--- src/rtl/dvp_rgb565_tx.sv ---
// DVP (OV5640-style) RGB565 source: vsync/href/8-bit bus, high byte first, fed from a
// valid/ready pixel stream or an internal 8-bar colour pattern.
module dvp_rgb565_tx #(
    parameter int unsigned H_ACTIVE    = 640,
    parameter int unsigned H_BLANK     = 288,
    parameter int unsigned V_ACTIVE    = 480,
    parameter int unsigned VSYNC_LINES = 4,
    parameter int unsigned V_BACK      = 16,
    parameter int unsigned V_FRONT     = 8
) (
    input  logic        i_cmos_pclk,
    input  logic        i_rst,
    input  logic        i_tx_en,
    input  logic        i_pattern_en,
    input  logic [15:0] i_pix_data,
    input  logic        i_pix_valid,
    output logic        o_pix_ready,
    output logic        o_cmos_vsync,
    output logic        o_cmos_href,
    output logic [7:0]  o_cmos_d,
    output logic        o_frame_done,
    output logic        o_underflow,
    input  logic        i_underflow_clr
);
    localparam int unsigned H_TOTAL     = 2 * H_ACTIVE + H_BLANK;
    localparam int unsigned V_TOTAL     = VSYNC_LINES + V_BACK + V_ACTIVE + V_FRONT;
    localparam int unsigned HW          = $clog2(H_TOTAL);
    localparam int unsigned VW          = $clog2(V_TOTAL);
    localparam int unsigned BAR_W       = H_ACTIVE / 8;
    localparam int unsigned BW          = (BAR_W > 1) ? $clog2(BAR_W) : 1;
    localparam int unsigned V_ACT_START = VSYNC_LINES + V_BACK;
    localparam int unsigned V_ACT_END   = V_ACT_START + V_ACTIVE;

    typedef enum logic [0:0] {StIdle, StRun} state_e;

    state_e          r_state, w_state_nxt;
    logic [HW-1:0]   r_h_cnt, w_h_nxt;
    logic [VW-1:0]   r_v_cnt, w_v_nxt;
    logic            r_pat;
    logic            r_href;
    logic            r_vsync;
    logic            r_frame_done;
    logic [7:0]      r_d;
    logic [7:0]      r_lo_byte;
    logic            r_underflow;
    logic [BW-1:0]   r_bar_px;
    logic [2:0]      r_bar;

    logic            w_run;
    logic            w_h_last;
    logic            w_v_last;
    logic            w_vs_reg;
    logic            w_act_line;
    logic            w_act;
    logic            w_frame_start;
    logic            w_pat;
    logic            w_fetch;
    logic [15:0]     w_bar_rgb;
    logic [15:0]     w_pixel;

    assign w_run         = (r_state == StRun);
    assign w_h_last      = (r_h_cnt == HW'(H_TOTAL - 1));
    assign w_v_last      = (r_v_cnt == VW'(V_TOTAL - 1));
    assign w_vs_reg      = (32'(r_v_cnt) < VSYNC_LINES);
    assign w_act_line    = (32'(r_v_cnt) >= V_ACT_START) && (32'(r_v_cnt) < V_ACT_END);
    assign w_act         = w_run && w_act_line && (32'(r_h_cnt) < 2 * H_ACTIVE);
    assign w_frame_start = w_run && (r_h_cnt == '0) && (r_v_cnt == '0);
    // Source select takes effect from the very first cycle of the frame.
    assign w_pat         = w_frame_start ? i_pattern_en : r_pat;
    assign w_fetch       = w_act && !r_h_cnt[0] && !w_pat;

    always_comb begin
        w_state_nxt = r_state;
        w_h_nxt     = r_h_cnt;
        w_v_nxt     = r_v_cnt;
        case (r_state)
            StIdle: begin
                w_h_nxt = '0;
                w_v_nxt = '0;
                if (i_tx_en) begin
                    w_state_nxt = StRun;
                end
            end
            StRun: begin
                if (w_h_last) begin
                    w_h_nxt = '0;
                    if (w_v_last) begin
                        w_v_nxt = '0;
                        if (!i_tx_en) begin
                            w_state_nxt = StIdle;
                        end
                    end else begin
                        w_v_nxt = r_v_cnt + VW'(1);
                    end
                end else begin
                    w_h_nxt = r_h_cnt + HW'(1);
                end
            end
            default: w_state_nxt = StIdle;
        endcase
    end

    always_comb begin
        w_bar_rgb = 16'h0000;
        case (r_bar)
            3'd0:    w_bar_rgb = 16'hFFFF;
            3'd1:    w_bar_rgb = 16'hFFE0;
            3'd2:    w_bar_rgb = 16'h07FF;
            3'd3:    w_bar_rgb = 16'h07E0;
            3'd4:    w_bar_rgb = 16'hF81F;
            3'd5:    w_bar_rgb = 16'hF800;
            3'd6:    w_bar_rgb = 16'h001F;
            default: w_bar_rgb = 16'h0000;
        endcase
    end

    assign w_pixel = w_pat ? w_bar_rgb : (i_pix_valid ? i_pix_data : 16'h0000);

    always_ff @(posedge i_cmos_pclk) begin
        if (i_rst) begin
            r_state      <= StIdle;
            r_h_cnt      <= '0;
            r_v_cnt      <= '0;
            r_pat        <= 1'b0;
            r_href       <= 1'b0;
            r_vsync      <= 1'b0;
            r_frame_done <= 1'b0;
            r_d          <= 8'h00;
            r_lo_byte    <= 8'h00;
            r_underflow  <= 1'b0;
            r_bar_px     <= '0;
            r_bar        <= 3'd0;
        end else begin
            r_state      <= w_state_nxt;
            r_h_cnt      <= w_h_nxt;
            r_v_cnt      <= w_v_nxt;
            r_href       <= w_act;
            r_vsync      <= w_run && w_vs_reg;
            r_frame_done <= w_run && w_h_last && w_v_last;
            if (w_frame_start) begin
                r_pat <= i_pattern_en;
            end

            // Even byte slot emits the high byte and parks the low byte for the odd slot.
            if (w_act) begin
                if (!r_h_cnt[0]) begin
                    r_d       <= w_pixel[15:8];
                    r_lo_byte <= w_pixel[7:0];
                end else begin
                    r_d <= r_lo_byte;
                end
            end else begin
                r_d <= 8'h00;
            end

            if (!w_act) begin
                r_bar_px <= '0;
                r_bar    <= 3'd0;
            end else if (r_h_cnt[0]) begin
                if (r_bar_px == BW'(BAR_W - 1)) begin
                    r_bar_px <= '0;
                    r_bar    <= r_bar + 3'd1;
                end else begin
                    r_bar_px <= r_bar_px + BW'(1);
                end
            end

            if (w_fetch && !i_pix_valid) begin
                r_underflow <= 1'b1;
            end else if (i_underflow_clr) begin
                r_underflow <= 1'b0;
            end
        end
    end

    assign o_pix_ready  = w_fetch;
    assign o_cmos_vsync = r_vsync;
    assign o_cmos_href  = r_href;
    assign o_cmos_d     = r_d;
    assign o_frame_done = r_frame_done;
    assign o_underflow  = r_underflow;

endmodule

--- config.mk ---
export PLATFORM = sky130hd
export DESIGN_NAME = dvp_rgb565_tx
export DESIGN_NICKNAME = d
export VERILOG_FILES = /design/src/rtl/dvp_rgb565_tx.sv
export SDC_FILE = /design/constraint.sdc
export NUM_CORES = 1
export LEC_CHECK = 0
export CAP_MARGIN = 10
export CORE_UTILIZATION = 50
export CTS_CLUSTER_DIAMETER = 60
export CTS_CLUSTER_SIZE = 10
export DETAILED_ROUTE_END_ITERATION = 8
export PLACE_DENSITY = 0.74
export SLEW_MARGIN = 40
export SYNTH_ARGS = -nofsm -noshare
export SYNTH_HDL_FRONTEND = slang
export SYNTH_SLANG_ARGS = --single-unit
export TNS_END_PERCENT = 20
--- constraint.sdc ---
create_clock -name i_cmos_pclk -period 6.7 [get_ports i_cmos_pclk]
set_input_delay 1.34 -clock i_cmos_pclk [delete_from_list [all_inputs] [get_ports i_cmos_pclk]]
set_output_delay 1.34 -clock i_cmos_pclk [all_outputs]
set_load 0.1 [all_outputs]
==> results of run 1 <==
layout make-up:
cell class / instances / area (um2)
fill: 398 / 1670
multi-input combinational: 182 / 1240
tap: 52 / 65.1
timing repair buffer: 35 / 283
clock inverter: 2 / 10.0
clock buffer: 6 / 82.6
inverter: 21 / 78.8
sequential: 52 / 1040
logic make-up (layout without fill, tap and decap cells):
logic type                 after synthesis  count (layout)  synth area share
xor gates and xnor gates                16              16            0.0586
AOI/OAI and AO/OA                       59              59             0.188
adders and majority gates               10              10            0.0523
DFF                                     52              52             0.435
buffers and inverters                   30              64            0.0508
muxes                                    3               3            0.0131
and+or+nand+nor                         94              94             0.202
per-layer routing:
layer,vias up,GRT usage,part of all wire
li1,1022,-,-
met1,892,0.303,0.50
met2,60,0.304,0.43
met3,4,0.0769,0.066
met4,0,0.0644,0.0084
met5,-,0,0
metrics by stage:
| step | total power [W] | hold WS (ns) |
|---|---|---|
| global route | 0.000563 | 0.511 |
| finish | 0.000540 | 0.474 |
| floorplan | 0.000339 | 0.447 |
| CTS | 0.000544 | 0.475 |
| global placement | 0.000357 | 0.465 |
| detailed placement | 0.000357 | 0.465 |
sequential cells by signal (all words and copies together), names as in the netlist:
signal,count
r_bar_px,7
r_pat,1
o_cmos_d,8
r_v_cnt,9
r_state,1
o_underflow,1
r_bar,3
o_cmos_vsync,1
r_h_cnt,11
o_cmos_href,1
r_lo_byte,8
o_frame_done,1
power by group:
part	switching [W]	internal, W	total, W
clock network	0.000106	0.0000827	0.000189
logic	0.0000213	0.0000181	0.0000393
registers	0.00000121	0.000310	0.000312
worst paths after layout:
check	endpoint	depth (start not counted)	start
worst min-delay path	o_cmos_d[6]$_SDFF_PP0_	2	r_lo_byte[6]$_SDFFE_PP0N_
worst max-delay path	o_pix_ready	5	r_v_cnt[6]$_SDFFE_PP0P_
worst min register to register	o_cmos_d[6]$_SDFF_PP0_	2	r_lo_byte[6]$_SDFFE_PP0N_
worst max register to register	r_v_cnt[5]$_SDFFE_PP0P_	7	r_h_cnt[0]$_SDFF_PP0_
synth_stat cells (all sizes together):
cell     count
and2         1
o21ai       11
nand3        7
a21oi       12
nor2b        3
ha          10
mux2i        2
nand4        8
buf          2
or4          3
dfxtp       52
a31oi        2
nor4         2
a211oi       2
nand2       16
a41oi        8
xnor2        8
nand3b       1
a221oi       8
and3         6
nor3         9
o211ai       1
mux2         1
nor4bb       1
a2111oi      2
and4         1
nor2        29
clkbuf       7
inv         21
xor2         8
a21o         1
nand2b       4
o21a         1
a32o         1
nor4b        1
or3          2
a221o        8
o22ai        2
worst max-delay path, stage by stage, from the launching register on:
cell     delay, ns
dfxtp_1       0.36
or4_1         0.56
or4_4         0.48
o21a_1        0.25
nor3_1        0.33
buf_2         0.50
==> results by group, run 1 <==
Status
  • Status: finished with violations
  • Failing checks: design-rule violations

Clocking
  • Worst-path clk slew: 0.10 ns
  • Clock sinks: 52
  • Clock Tree Root: clkbuf_8
  • CTS Buf Count: 5
  • Post-CTS Setup Bufs: 0
  • H-tree depth: 2
  • Clock Latency Late Sink: 0.31 ns
  • CTS resizes: 0
  • Cts hold-fix bufs: 0
  • Clk buf depth: 2
  • TritonCTS clock tree: built

Timing
  • Final Max Tran Viols: 0
  • Final setup vio count: 0
  • Worst-Margin Slew: 0.761 ns
  • Period utilization: 0.616
  • Worst Skew: 0.00858 ns
  • Fin. Hold Viols: 0
  • Final WS setup: 2.57 ns
  • Fmax: 242 MHz
  • Setup TNS Final: 0 ns
  • Worst slew margin: 0.491
  • Final min period: 4.13 ns
  • RSZ-0062 raised after global routing: false

Layout
  • Share of cells above drive strength 1: 0.104
  • Most common cell after layout, fill and taps aside: dfxtp_1
  • Antenna Cells: 0
  • Area delta synth->final: 17.3%
  • Final core occ: 0.627
  • Most frequent cells in the layout: dfxtp_1 (52), nor2_1 (29), inv_1 (21), clkdlybuf4s50_1 (21), nand2_1 (16)
  • Final #Nets: 329
  • Non-filler instance count after layout: 350
  • Post-route cell area: 2800 um2

Global routing
  • Initial antenna violation count: 0
  • GR Overflow Total: 0
  • Vias in the first global route: 1724
  • Total track usage: 0.214
  • First-pass GRT wire length: 8380 um
  • Largest net degree at the start of global routing: 26

Floorplan
  • Full die area: 5060 um2
  • Starting Density: 0.534
  • Core Area: 4470 um2
  • Ports: 35
  • Die width: 71.2 um
  • Row Count: 24
  • Die Y: 71.2 um

Yosys
  • Synth top area share: 0.435
  • Synth Instances: 264
  • Synth area leader: dfxtp_1
  • Cell variety after synth: 45
  • Sequential cell area fraction in the yosys report: 0.435
  • Syn Nets: 296
  • YS warnings: 0
  • FF+latch count, synth: 52
  • Synth area leaders: dfxtp_1 (44%), ha_1 (5.2%), nor2_1 (4.6%)
  • Mapped cell area: 2390 um2
  • Synthesized area per cell: 9.06 um2

Drt
  • Via count of the routed design: 1978
  • Drt wl/cell: 14.7 um
  • Routed Antenna Nets: 0
  • Drt pass-1 iters: 6
  • Vias/cell: 5.65
  • Total wire length: 5140 um
  • # DRC: 5
  • Initial DRC count: 126

Worst setup path
  • CP max FO: 7
  • CP required: 5.36 ns
  • Setup CP Type: reg2out
  • Worst Setup Start Kind: flip-flop
  • CP endpoint kind: primary output
  • Reg2Reg Setup Slack: 4.01 ns
  • Worst Path Arrival: 2.79 ns

Placement
  • GPL Wtd Cong: 0.818
  • Dpl cells: 342
  • Number of port buffers: 34
  • Placed inst area: 2700 um2
  • DP HPWL: 3500 um
  • Pre-CTS setup slack: 2.65 ns

Pwr
  • Worst VDD drop: 0.102 mV
  • PD cells: 193 nW/um2
  • Leak pwr: 1.01 nW

Flow run
  • Number of max-cap violations: 0

Min path
  • Worst min path class: reg2reg
(Power assumes the default switching activity.)
==> inputs of run 2 (changes only) <==
==> constraint.sdc (replaced) <==
create_clock -name i_cmos_pclk -period 4.2 [get_ports i_cmos_pclk]
set_input_delay 0.84 -clock i_cmos_pclk [delete_from_list [all_inputs] [get_ports i_cmos_pclk]]
set_output_delay 0.84 -clock i_cmos_pclk [all_outputs]
set_load 0.1 [all_outputs]
==> run 2 against run 1 <==
  * The run still ends with design-rule violations left
  * Largest power group unchanged
  * Routed wire length up 0.80%
  * Clock-buffer cell count unchanged
  * Register-to-register slack got worse by 2.4 ns
  * Sequential cell count did not move
  * Worst hold slack improved by 0.0011 ns
  * Clock skew grew 0.0011 ns
  * First-iteration DRC count up 30%
  * Worst setup slack got worse by 1.7 ns
  * Non-clock buffer count unchanged
  * Combinational power up 59%
==> results by group, run 2 (same netlist as run 1, synthesis figures left out) <==
Status
  • Status: finished with violations (unchanged)
  • Failing checks: design-rule violations (unchanged)

Placement
  • GPL Wtd Cong: 0.919 (was 0.818)
  • Number of port buffers: 34 (unchanged)
  • DP HPWL: 3620 um (was 3500 um)
  • Dpl cells: 342 (unchanged)

Min path
  • Worst min path class: reg2reg (unchanged)
  • HP Start: r_lo_byte[2]$_SDFFE_PP0N_ (was r_lo_byte[6]$_SDFFE_PP0N_)
  • Hold path cells: 2 (unchanged)
  • Worst Hold End: o_cmos_d[2]$_SDFF_PP0_ (was o_cmos_d[6]$_SDFF_PP0_)

Floorplan
  • Core Area: 4470 um2 (unchanged)
  • Ports: 35 (unchanged)
  • Row Count: 24 (unchanged)
  • Die Y: 71.2 um (unchanged)
  • Full die area: 5060 um2 (unchanged)
  • Starting Density: 0.534 (unchanged)
  • Die width: 71.2 um (unchanged)

Drt
  • Drt wl/cell: 14.8 um (was 14.7 um)
  • # DRC: 5 (unchanged)
  • Routed Antenna Nets: 0 (unchanged)
  • Vias/cell: 5.81 (was 5.65)
  • Total wire length: 5180 um (was 5140 um)
  • Drt pass-1 iters: 6 (unchanged)
  • Initial DRC count: 164 (was 126)
  • Via count of the routed design: 2034 (was 1978)

Timing
  • Worst Skew: 0.00964 ns (was 0.00858 ns)
  • Fin. Hold Viols: 0 (unchanged)
  • RSZ-0062 raised after global routing: false (unchanged)
  • Setup TNS Final: 0 ns (unchanged)
  • Final setup vio count: 0 (unchanged)
  • Worst-Margin Slew: 0.736 ns (was 0.761 ns)
  • Fmax: 299 MHz
  • Period utilization: 0.796
  • Final min period: 3.34 ns
  • Worst slew margin: 0.508 (was 0.491)
  • Final Max Tran Viols: 0 (unchanged)

Pwr
  • Worst VDD drop: 0.227 mV (was 0.102 mV)
  • Leak pwr: 1.01 nW (about the same)
  • PD cells: 318 nW/um2 (was 193 nW/um2)

Worst setup path
  • CP max FO: 7 (unchanged)
  • CP required: 3.36 ns (was 5.36 ns)
  • Worst reg2reg endpoint: r_lo_byte[4]$_SDFFE_PP0N_ (was r_v_cnt[5]$_SDFFE_PP0P_)
  • Crit path largest cell delay: 0.55 ns (was 0.56 ns)
  • Worst Setup Start Kind: flip-flop (unchanged)
  • Worst Path Arrival: 2.50 ns (was 2.79 ns)
  • CP max-delay cell: or4_1 (unchanged)
  • Setup CP Type: reg2out (unchanged)
  • Critical-path cell list: or4_1, or4_4, o21a_1, nor3_2, buf_4 (was or4_1, or4_4, o21a_1, nor3_1, buf_2)
  • Reg2Reg Setup Slack: 1.64 ns (was 4.01 ns)
  • CP endpoint kind: primary output (unchanged)
  • R2R Path Start: r_v_cnt[6]$_SDFFE_PP0P_ (was r_h_cnt[0]$_SDFF_PP0_)
  • Worst r2r path cells: 5 (was 7)

Global routing
  • Total track usage: 0.218 (was 0.214)
  • Largest net degree at the start of global routing: 25 (was 26)
  • Initial antenna violation count: 0 (unchanged)
  • GR Overflow Total: 0 (unchanged)
  • First-pass GRT wire length: 8710 um (was 8380 um)
  • Vias in the first global route: 1922 (was 1724)

Clocking
  • Clock sinks: 52 (unchanged)
  • H-tree depth: 2 (unchanged)
  • CTS resizes: 0 (unchanged)
  • Clock Tree Root: clkbuf_8 (unchanged)
  • Clk buf depth: 2 (unchanged)
  • Post-CTS Setup Bufs: 0 (unchanged)
  • CTS Buf Count: 5 (unchanged)
  • Worst-path clk slew: 0.09 ns (was 0.10 ns)
  • Clock Latency Late Sink: 0.30 ns (was 0.31 ns)
  • TritonCTS clock tree: built (unchanged)
  • Cts hold-fix bufs: 0 (unchanged)

Layout
  • Antenna Cells: 0 (unchanged)
  • Most common cell after layout, fill and taps aside: dfxtp_1 (unchanged)
  • Largest Register: r_h_cnt (unchanged)
  • Max reg flops: 11 (unchanged)
  • Multi-input gate area: 1250 um2 (was 1240 um2)
  • Share of cells above drive strength 1: 0.104 (unchanged)
  • Register area: 1040 um2 (unchanged)
  • Fill cells: 381 (was 398)
  • Most frequent cells in the layout: dfxtp_1 (52), nor2_1 (29), inv_1 (21), clkdlybuf4s50_1 (21), nand2_1 (16) (unchanged)
  • Regs by FF count: r_h_cnt (11), r_v_cnt (9) (unchanged)
  • Final #Nets: 329 (unchanged)
  • Non-filler instance count after layout: 350 (unchanged)
  • Area delta synth->final: 18.2% (was 17.3%)

Flow run
  • Number of max-cap violations: 0 (unchanged)
run 2: changes by cell type in the layout (fill, tap and decap cells not counted):
cell and change:
buf_2 -1, buf_4 +1, bufinv_16 +1, clkbuf_1 +1, clkbuf_8 -1, clkinv_2 -1
nor3_1 -1, nor3_2 +1
run 2: report_power, final:
| part | internal, W | switching (W) |
|---|---|---|
| Combinational | 0.0000289 | 0.0000334 |
| Clock | 0.000177 | 0.000162 |
| Sequential | 0.000495 | 0.00000213 |
run 2: final cells by class:
| type | instances | share of cell area |
|---|---|---|
| Timing Repair Buffer | 35 | 0.101 |
| Tap cell | 52 | 0.0230 |
| Inverter | 21 | 0.0279 |
| Clock inverter | 2 | 0.0124 |
| Sequential cell | 52 | 0.368 |
| Clock buffer | 6 | 0.0257 |
| Multi-Input combinational cell | 182 | 0.442 |
run 2: worst max path at each step:
stage / start / endpoint / slack (ns) / cells past startpoint
floorplan: r_v_cnt[6]$_SDFFE_PP0P_ / o_pix_ready / 0.58 / 4
global placement: i_pattern_en / o_pix_ready / 1.25 / 5
detailed placement: r_v_cnt[6]$_SDFFE_PP0P_ / o_pix_ready / 1.23 / 5
CTS: r_v_cnt[6]$_SDFFE_PP0P_ / o_pix_ready / 0.88 / 5
global route: r_v_cnt[6]$_SDFFE_PP0P_ / o_pix_ready / 0.75 / 5
finish: r_v_cnt[6]$_SDFFE_PP0P_ / o_pix_ready / 0.86 / 5
run 2: per-stage QoR:
| stage | total power (W) | util | setup WS [ns] | area, um2 | hold slack (ns) |
|---|---|---|---|---|---|
| global route | 0.000930 | 0.632 | 0.746 | 2830 | 0.515 |
| finish | 0.000899 | 0.632 | 0.857 | 2830 | 0.475 |
| floorplan | 0.000542 | - | 0.584 | 2400 | 0.447 |
| detailed placement | 0.000570 | 0.605 | 1.23 | 2710 | 0.469 |
| CTS | 0.000903 | 0.629 | 0.875 | 2820 | 0.481 |
| global placement | 0.000571 | 0.618 | 1.25 | 2760 | 0.461 |
run 2: layer usage:
layer	global-route usage	vias up	part of all wire
li1	-	1023	-
met1	0.303	956	0.51
met2	0.335	48	0.43
met3	0.0499	7	0.054
met4	0.0667	0	0.011
met5	0	-	0
run 2: critical path, delay by kind of cell (launching register included):
kind	cells	cell delay, ns
simple gates	3	1.25
buf+inv	1	0.33
compound gates	1	0.25
flops	1	0.37
==> inputs of run 3 (changes only) <==
--- a/config.mk
+++ b/config.mk
@@ -6,11 +6,11 @@
 export NUM_CORES = 1
 export LEC_CHECK = 0
 export CAP_MARGIN = 10
-export CORE_UTILIZATION = 50
+export CORE_UTILIZATION = 48
 export CTS_CLUSTER_DIAMETER = 60
 export CTS_CLUSTER_SIZE = 10
 export DETAILED_ROUTE_END_ITERATION = 8
-export PLACE_DENSITY = 0.74
+export PLACE_DENSITY = 0.75
 export SLEW_MARGIN = 40
 export SYNTH_ARGS = -nofsm -noshare
 export SYNTH_HDL_FRONTEND = slang
==> constraint.sdc (replaced) <==
create_clock -name i_cmos_pclk -period 2.92 [get_ports i_cmos_pclk]
set_input_delay 0.584 -clock i_cmos_pclk [delete_from_list [all_inputs] [get_ports i_cmos_pclk]]
set_output_delay 0.584 -clock i_cmos_pclk [all_outputs]
set_load 0.1 [all_outputs]
==> run 3 against run 2 <==
  * The run now ends clean
  * Global-route usage fell by 0.27 points
  * Non-clock buffer count rose by 8
  * Sequential cell count did not move
  * Register-to-register slack got worse by 1.3 ns
  * Final cell count rose by 6.6%
  * Routed wire length rose by 5.2%
  * Clock skew barely moved
  * Sequential power rose by 44%
  * Highest routed layer unchanged
==> results by group, run 3 (same netlist as run 1, synthesis figures left out) <==
Drt
  • # DRC: 0 (was 5)
  • Drt wl/cell: 14.6 um (was 14.8 um)
  • Vias/cell: 5.61 (was 5.81)
  • Routed Antenna Nets: 0 (unchanged)
  • Initial DRC count: 126 (was 164)
  • Via count of the routed design: 2092 (was 2034)
  • Drt pass-1 iters: 4 (was 6)
  • Total wire length: 5450 um (was 5180 um)

Worst setup path
  • CP endpoint kind: primary output (unchanged)
  • Setup CP Type: reg2out (unchanged)
  • R2R Path Start: r_v_cnt[7]$_SDFFE_PP0P_ (was r_v_cnt[6]$_SDFFE_PP0P_)
  • CP max FO: 4 (was 7)
  • Worst Path Arrival: 2.31 ns (was 2.50 ns)
  • Worst Setup Start Kind: flip-flop (unchanged)
  • Worst r2r path cells: 6 (was 5)
  • CP required: 2.34 ns (was 3.36 ns)
  • Reg2Reg Setup Slack: 0.32 ns (was 1.64 ns)
  • Worst reg2reg endpoint: r_lo_byte[5]$_SDFFE_PP0N_ (was r_lo_byte[4]$_SDFFE_PP0N_)

Timing
  • Final hold slack: 0.493 ns (was 0.475 ns)
  • Final min period: 2.89 ns
  • Final WS setup: 0.0292 ns (was 0.857 ns)
  • Fmax: 346 MHz
  • Worst Skew: 0.00954 ns (was 0.00964 ns)
  • Worst slew margin: 0.454 (was 0.508)
  • Fin. Hold Viols: 0 (unchanged)
  • Setup TNS Final: 0 ns (unchanged)
  • Worst-Margin Slew: 0.811 ns (was 0.736 ns)
  • Period utilization: 0.990
  • RSZ-0062 raised after global routing: true (was false)
  • Final Max Tran Viols: 0 (unchanged)
  • Final setup vio count: 0 (unchanged)

Clocking
  • Cts hold-fix bufs: 0 (unchanged)
  • Clock Tree Root: clkbuf_8 (unchanged)
  • Clk buf depth: 2 (unchanged)
  • H-tree depth: 2 (unchanged)
  • Worst-path clk slew: 0.10 ns (was 0.09 ns)
  • CTS Buf Count: 5 (unchanged)
  • Clock Latency Late Sink: 0.31 ns (was 0.30 ns)
  • TritonCTS clock tree: built (unchanged)
  • Clock sinks: 52 (unchanged)

Flow run
  • Number of max-cap violations: 0 (unchanged)

Min path
  • HP Start: r_lo_byte[0]$_SDFFE_PP0N_ (was r_lo_byte[2]$_SDFFE_PP0N_)
  • Worst Hold End: o_cmos_d[0]$_SDFF_PP0_ (was o_cmos_d[2]$_SDFF_PP0_)
  • Hold path cells: 2 (unchanged)
  • Worst min path class: reg2reg (unchanged)

Layout
  • Area delta synth->final: 23.7% (was 18.2%)
  • Multi-input gate area: 1250 um2 (about the same)
  • Most common cell after layout, fill and taps aside: dfxtp_1 (unchanged)
  • Antenna Cells: 0 (unchanged)
  • Fill cells: 440 (was 381)
  • Most frequent cells in the layout: dfxtp_1 (49), nor2_1 (29), inv_1 (21), clkdlybuf4s50_1 (21), buf_4 (21) (was dfxtp_1 (52), nor2_1 (29), inv_1 (21), clkdlybuf4s50_1 (21), nand2_1 (16))
  • Share of cells above drive strength 1: 0.137 (was 0.104)
  • Largest Register: r_h_cnt (unchanged)
  • Final #Nets: 337 (was 329)
  • Final core occ: 0.622 (was 0.632)
  • Register area: 1040 um2 (about the same)
  • Max reg flops: 11 (unchanged)
  • Regs by FF count: r_h_cnt (11), r_v_cnt (9) (unchanged)

Pwr
  • Sw power: 0.000298 W (was 0.000198 W)
  • Worst VDD drop: 0.310 mV (was 0.227 mV)
  • Cell Int Power: 0.00101 W (was 0.000701 W)
  • Clk pwr share: 0.381 (was 0.378)
  • PD cells: 443 nW/um2 (was 318 nW/um2)
  • Switch share: 0.228 (was 0.220)
  • Power Total: 0.00131 W (was 0.000899 W)
  • Leak pwr: 1.05 nW (was 1.01 nW)
  • Combinational power share: 0.073 (was 0.069)
  • Power share of the sequential group: 0.546 (was 0.553)

Floorplan
  • Core Area: 4750 um2 (was 4470 um2)
  • Full die area: 5270 um2 (was 5060 um2)
  • Starting Density: 0.503 (was 0.534)
  • Die width: 72.6 um (was 71.2 um)
  • Row Count: 25 (was 24)
  • Ports: 35 (unchanged)
  • Die Y: 72.6 um (was 71.2 um)

Placement
  • Pre-CTS setup slack: 0.266 ns (was 1.23 ns)
  • GPL Wtd Cong: 0.912 (was 0.919)
  • DP HPWL: 3810 um (was 3620 um)
  • Number of port buffers: 34 (unchanged)

Global routing
  • Total track usage: 0.215 (was 0.218)
  • Largest net degree at the start of global routing: 25 (unchanged)
  • Vias in the first global route: 1895 (was 1922)
  • GR Overflow Total: 0 (unchanged)
  • First-pass GRT wire length: 8710 um (unchanged)
  • Initial antenna violation count: 0 (unchanged)

Status
  • Status: completed (was finished with violations)
run 3: timing repair:
item / in CTS / in global routing
pin swaps: 3 / 2
resized for setup: 5 / 0
buffers inserted: 3 / 0
endpoints found under the setup margin: 1 / 1
run 3: critical path, cell delays in order (launching register included):
cell     delay [ns]
dfxtp_2        0.35
or4_4          0.51
or4_4          0.46
o21a_4         0.24
nor3_4         0.24
buf_12         0.21
run 3: metrics by stage:
step / area, um2 / cells
6_report: 2960 / 373
5_1_grt: 2960 / 373
4_1_cts: 2960 / 373
3_5_place_dp: 2810 / 362
3_3_place_gp: 2810 / 362
2_1_floorplan: 2400 / 264
run 3: layout make-up:
type	instances	area share
Timing Repair Buffer	43	0.131
Sequential cell	52	0.353
Inverter	21	0.0266
Clock inverter	3	0.0144
Multi-Input combinational cell	182	0.423
Clock buffer	5	0.0233
Tap cell	67	0.0283
run 3: layer usage:
metal	up-vias	GRT usage	share of wire
li1	1040	-	-
met5	-	0	0
met3	7	0.0387	0.045
met1	993	0.283	0.49
met2	52	0.348	0.45
met4	0	0.0915	0.015
run 3: worst max-delay path by stage:
| stage | to | depth (start not counted) | startpoint |
|---|---|---|---|
| floorplan | o_pix_ready | 4 | r_v_cnt[6]$_SDFFE_PP0P_ |
| global placement | o_pix_ready | 5 | r_v_cnt[6]$_SDFFE_PP0P_ |
| detailed placement | o_pix_ready | 5 | r_v_cnt[6]$_SDFFE_PP0P_ |
| CTS | o_pix_ready | 5 | r_v_cnt[7]$_SDFFE_PP0P_ |
| global route | o_pix_ready | 5 | r_v_cnt[7]$_SDFFE_PP0P_ |
| finish | o_pix_ready | 5 | r_v_cnt[7]$_SDFFE_PP0P_ |
run 3: power by group through the flow:
| stage | Clock [W] | Sequential, W | Combinational (W) |
|---|---|---|---|
| CTS | 0.000506 | 0.000715 | 0.0000945 |
| detailed placement | 0 | 0.000731 | 0.0000930 |
| global route | 0.000530 | 0.000716 | 0.000101 |
| finish | 0.000499 | 0.000715 | 0.0000950 |
| floorplan | 0 | 0.000736 | 0.0000439 |
| global placement | 0 | 0.000731 | 0.0000930 |
